**src/rtl/cpu_ctrl.sv**
```systemverilog
// Multi-cycle CPU control unit: fetch/decode/execute sequencing, memory wait
// timeout, and sticky status flags.
module cpu_ctrl #(
    parameter int TIMEOUT = 16
) (
    input  logic       clk,
    input  logic       rst_n,
    input  logic       start,
    input  logic [3:0] opcode,
    input  logic       zero,
    input  logic       mem_ready,
    output logic       mem_rd,
    output logic       mem_wr,
    output logic       ir_re,
    output logic       pc_inc,
    output logic       pc_load,
    output logic       acc_we,
    output logic [1:0] alu_op,
    output logic       halted,
    output logic       bus_err,
    output logic       illegal,
    output logic [7:0] instr_cnt
);

    typedef enum logic [2:0] {
        IDLE, FETCH, LOAD, DECODE, MEM, EXEC, JUMP, HALT
    } state_t;

    localparam logic [3:0] OP_NOP = 4'h0;
    localparam logic [3:0] OP_LDA = 4'h1;
    localparam logic [3:0] OP_ADD = 4'h2;
    localparam logic [3:0] OP_SUB = 4'h3;
    localparam logic [3:0] OP_STA = 4'h4;
    localparam logic [3:0] OP_JMP = 4'h5;
    localparam logic [3:0] OP_JZ  = 4'h6;
    localparam logic [3:0] OP_HLT = 4'hF;
    localparam logic [4:0] WAIT_LAST = 5'(TIMEOUT - 1);

    state_t     state_q, state_d;
    logic [3:0] op_q, op_d;
    logic [4:0] wait_cnt_q, wait_cnt_d;
    logic [7:0] instr_cnt_q, instr_cnt_d;
    logic       halted_q, halted_d;
    logic       bus_err_q, bus_err_d;
    logic       illegal_q, illegal_d;
    logic       in_wait_state;

    assign in_wait_state = (state_q == FETCH) || (state_q == MEM);

    always_comb begin
        state_d     = state_q;
        op_d        = op_q;
        wait_cnt_d  = wait_cnt_q;
        instr_cnt_d = instr_cnt_q;
        halted_d    = halted_q;
        bus_err_d   = bus_err_q;
        illegal_d   = illegal_q;

        case (state_q)
            IDLE: if (start) state_d = FETCH;
            FETCH: begin
                if (mem_ready) begin
                    state_d = LOAD;
                end else if (wait_cnt_q == WAIT_LAST) begin
                    state_d   = HALT;
                    bus_err_d = 1'b1;
                end
            end
            LOAD: begin
                instr_cnt_d = instr_cnt_q + 8'd1;
                state_d     = DECODE;
            end
            DECODE: begin
                op_d = opcode;
                case (opcode)
                    OP_NOP:                         state_d = FETCH;
                    OP_LDA, OP_ADD, OP_SUB, OP_STA: state_d = MEM;
                    OP_JMP:                         state_d = JUMP;
                    OP_JZ:                          state_d = zero ? JUMP : FETCH;
                    OP_HLT:                         state_d = HALT;
                    default: begin
                        illegal_d = 1'b1;
                        state_d   = FETCH;
                    end
                endcase
            end
            MEM: begin
                if (mem_ready) begin
                    state_d = (op_q == OP_STA) ? FETCH : EXEC;
                end else if (wait_cnt_q == WAIT_LAST) begin
                    state_d   = HALT;
                    bus_err_d = 1'b1;
                end
            end
            EXEC:    state_d = FETCH;
            JUMP:    state_d = FETCH;
            HALT:    state_d = HALT;
            default: state_d = IDLE;
        endcase

        if (state_d == HALT) halted_d = 1'b1;

        // Counter restarts on entering a wait state, counts stalled cycles inside it.
        if (((state_d == FETCH) || (state_d == MEM)) && (state_d != state_q)) begin
            wait_cnt_d = 5'd0;
        end else if (in_wait_state && !mem_ready) begin
            wait_cnt_d = wait_cnt_q + 5'd1;
        end
    end

    always_ff @(posedge clk or negedge rst_n) begin
        if (!rst_n) begin
            state_q     <= IDLE;
            op_q        <= 4'h0;
            wait_cnt_q  <= 5'd0;
            instr_cnt_q <= 8'd0;
            halted_q    <= 1'b0;
            bus_err_q   <= 1'b0;
            illegal_q   <= 1'b0;
        end else begin
            state_q     <= state_d;
            op_q        <= op_d;
            wait_cnt_q  <= wait_cnt_d;
            instr_cnt_q <= instr_cnt_d;
            halted_q    <= halted_d;
            bus_err_q   <= bus_err_d;
            illegal_q   <= illegal_d;
        end
    end

    always_comb begin
        mem_rd  = 1'b0;
        mem_wr  = 1'b0;
        ir_re   = 1'b0;
        pc_inc  = 1'b0;
        pc_load = 1'b0;
        acc_we  = 1'b0;
        alu_op  = 2'b00;
        case (state_q)
            FETCH: mem_rd = 1'b1;
            LOAD: begin
                ir_re  = 1'b1;
                pc_inc = 1'b1;
            end
            MEM: begin
                if (op_q == OP_STA) mem_wr = 1'b1;
                else                mem_rd = 1'b1;
            end
            EXEC: begin
                acc_we = 1'b1;
                case (op_q)
                    OP_ADD:  alu_op = 2'b01;
                    OP_SUB:  alu_op = 2'b10;
                    default: alu_op = 2'b00;
                endcase
            end
            JUMP:    pc_load = 1'b1;
            default: ;
        endcase
    end

    assign halted    = halted_q;
    assign bus_err   = bus_err_q;
    assign illegal   = illegal_q;
    assign instr_cnt = instr_cnt_q;

endmodule
```
**config.mk**
```make
export PLATFORM = sky130hd
export DESIGN_NAME = cpu_ctrl
export DESIGN_NICKNAME = d
export VERILOG_FILES = /design/src/rtl/cpu_ctrl.sv
export SDC_FILE = /design/constraint.sdc
export NUM_CORES = 1
export LEC_CHECK = 0
export ABC_CLOCK_PERIOD_IN_PS = 1900
export CORE_ASPECT_RATIO = 0.75
export CORE_MARGIN = 4
export CORE_UTILIZATION = 45
export DETAILED_ROUTE_END_ITERATION = 7
export PLACE_DENSITY = 0.75
export SLEW_MARGIN = 40
export SYNTH_ARGS = -nofsm -noshare
export SYNTH_HDL_FRONTEND = slang
export SYNTH_SLANG_ARGS = --single-unit
```
**constraint.sdc**
```tcl
create_clock -name clk -period 1.9 [get_ports clk]
set_input_delay 0.475 -clock clk [delete_from_list [all_inputs] [get_ports clk]]
set_output_delay 0.475 -clock clk [all_outputs]
set_load 0.005 [all_outputs]
```
==> flow_metrics.env <==
export IMPL_hp_start="illegal$_DFFE_PN0P_"
export IMPL_report_final_slew_viol_count=0
export IMPL_status="finished, violations left"
export IMPL_yosysWarnings=0
export IMPL_place_congestion=0.829
export IMPL_critPathRequiredTime_ns=1.42
export IMPL_cts_buffers=3
export IMPL_drt_vias_per_instance=5.21
export IMPL_grt_util_met3_pct=4.87
export IMPL_cellLeakagePower_uw=0.000947
export IMPL_io_pins=28
export IMPL_grt_start_max_net_pins=24
export IMPL_ir_drop_v=0.000867
export IMPL_hp_class="register to register"
export IMPL_die_h_um=55.1
export IMPL_totalWireLength_mm=3.86
export IMPL_syn2layout_area_growth_pct=55.6
export IMPL_syn_instance_count=135
export IMPL_grt_use_total_pct=20.4
export IMPL_cp_max_fo=3
export IMPL_grt_pass1_wl_mm=6.00
export IMPL_avgSynthCellArea_um2=9.85
export IMPL_maxCapViolCount=0
export IMPL_min_period_ns=2.00
export IMPL_async_flop_share_pct=100
export IMPL_ant_nets=0
export IMPL_drc=0
export IMPL_vias=1245
export IMPL_r2r_start="wait_cnt_q[0]$_DFFE_PN0P_"
export IMPL_routedWlPerCell_um=16.1
export IMPL_core_area_um2=2720
export IMPL_ff2ff_path_depth=8
export IMPL_io_buffer_count=27
export IMPL_skew_ns=0.00296
export IMPL_power_per_cell_area_nw_per_um2=1320
export IMPL_dieWidth_um=70.8
export IMPL_violations="negative setup slack"
export IMPL_yosysSeqAreaShare_pct=43.3
export IMPL_die_area_um2=3900
export IMPL_cts_root_buffer="clkbuf_8"
export IMPL_syn_num_nets=147
export IMPL_initial_utilization_pct=48.9
export IMPL_antennaDiodeCount=0
export IMPL_placed_cells=222
export IMPL_layout_drive_gt1_share_pct=40.9
export IMPL_busiest_layer="met2"
export IMPL_grt_setup_unrepaired="yes"
export IMPL_cts_tree="done"
export IMPL_nets=216
export IMPL_overflow=0
export IMPL_syn_area_um2=1330
export IMPL_synth_ff_type="dfrtp_1"
export IMPL_synth_edff_count=0
export IMPL_layout_commonest_cell="buf_4"
export IMPL_slowest_delay_ns=0.57
export IMPL_rows=16
export IMPL_ys_seq_elements=23
export IMPL_worstSetupPathType="register to output pin"
export IMPL_endpoint_kind="output pin"
export IMPL_cp_slowest_cell="or4b_4"
export IMPL_insertion_delay_ns=0.27
export IMPL_dp_hpwl_mm=2.60
export IMPL_setup_viol=6
export IMPL_hold_path_depth=1
export IMPL_place_ws_ns=-0.321
export IMPL_crit_start="op_q[3]$_DFFE_PN0P_"
export IMPL_cp_cell_sequence="or4b_4, a21oi_2, nor2_1, buf_2"
export IMPL_drt_iter0_drc=66
export IMPL_worstPathArrival_ns=1.52
export IMPL_clock_fmax_mhz=501
export IMPL_grt_pass1_vias=1307
export IMPL_hold_violations=0
export IMPL_first_pass_iters=4
export IMPL_layout_common_cells="buf_4, dfrtp_1, clkdlybuf4s50_1, nand2_1, nor2_1"
export IMPL_postCtsHoldBufs=0
export IMPL_clk_path_buf_depth=2
export IMPL_path_clk_slew_ns=0.08
export IMPL_grt_antenna_before_repair=0
export IMPL_period_share_pct=105
export IMPL_slew_headroom_pct=71.4
export IMPL_met2_usage_pct=38.2
export IMPL_cts_num_sinks=23
export IMPL_gr_usage_met1_pct=23.9
export IMPL_worst_slew_pin_slew_ns=0.428
export IMPL_layout_cells_non_filler=239
export IMPL_ys_types=42
export IMPL_ctsHtreeMaxLevel=1
export IMPL_startpoint_type="register"
export IMPL_fin_ws_ns=-0.0951
[Yosys cell counts, types with 3 or more instances]
cell type  instances  area share, %
dfrtp_1           23             43
nand2_1           15            4.2
nor2_1            12            3.4
a21oi_1           11            4.1
xnor2_1            7            4.6
inv_1              5            1.4
nand4_1            5            2.4
and3_1             4            1.9
xor2_1             4            2.6
buf_2              3            1.1
ha_1               3            2.8
nand3_1            3            1.1
o21ai_0            3            1.1
[cells by family after synthesis]
group                    synth area share, %
AND/OR/NAND/NOR                         23.1
AO/OA/AOI/OAI                           15.1
flip-flops                              43.3
XOR/XNOR                                8.47
buffers and inverters                   4.80
multiplexers                            2.45
adder cells (fa/ha/maj)                 2.82
[sequential cells by signal, indices dropped and copies added (netlist names)]
signal,count
bus_err,1
state_q,3
instr_cnt,8
wait_cnt_q,5
halted,1
illegal,1
op_q,4
[path summary, 6_finish.rpt]
| check | slack (ns) | to |
|---|---|---|
| max in group asynchronous | 1.10 | op_q[0]$_DFFE_PN0P_ |
| setup reg to reg | -0.06 | wait_cnt_q[4]$_DFFE_PN0P_ |
| setup / recovery | -0.1 | mem_rd |
| hold reg to reg | 0.46 | illegal$_DFFE_PN0P_ |
| min in group asynchronous | 0.57 | bus_err$_DFFE_PN0P_ |
| hold / removal | 0.46 | illegal$_DFFE_PN0P_ |
[timing repair]
action	4_1_cts	5_1_grt
pin swaps	12	8
endpoints found under the hold margin	0	0
setup buffers	10	3
setup endpoints to repair	14	13
resized for setup	35	19
[cell type report]
class                      count  area, um2
timing repair buffer          71        583
clock inverter                 1       5.00
inverter                       5       18.8
fill                         183        653
sequential                    23        576
multi-input combinational    100        801
clock buffer                   3       41.3
tap                           36       45.0
[per-layer routing]
metal	routed length, um	up-vias
li1	-	604
met1	1620	611
met2	2050	22
met3	142	8
met4	47	0
met5	0	-
[metrics by stage]
stage	power [uW]	TNS [ns]	hold WS [ns]	cell area (um2)	util [%]
after global routing	2930	-0.930	0.497	2070	76.0
after CTS	2560	-0.217	0.469	2020	74.1
after detailed placement	2060	-2.12	0.446	1830	67.3
after floorplan	1460	0	0.179	1330	-
final	2730	-0.273	0.463	2070	76.0
after global placement	2000	-1.97	0.440	1830	67.3
[critical path, delay by kind of cell (launching register included)]
family | cells | cell delay [ns]
buf+inv | 1 | 0.12
compound gates | 1 | 0.13
simple gates | 2 | 0.62
flops | 1 | 0.39
[report_power, final]
part | internal (uW) | leakage (uW) | total (uW) | switching, uW
clock | 147 | 0.0000255 | 309 | 163
combinational | 874 | 0.000633 | 1640 | 764
sequential | 646 | 0.000289 | 783 | 137
total | 1670 | 0.000947 | 2730 | 1060
Power figures use the tool's default switching activity.
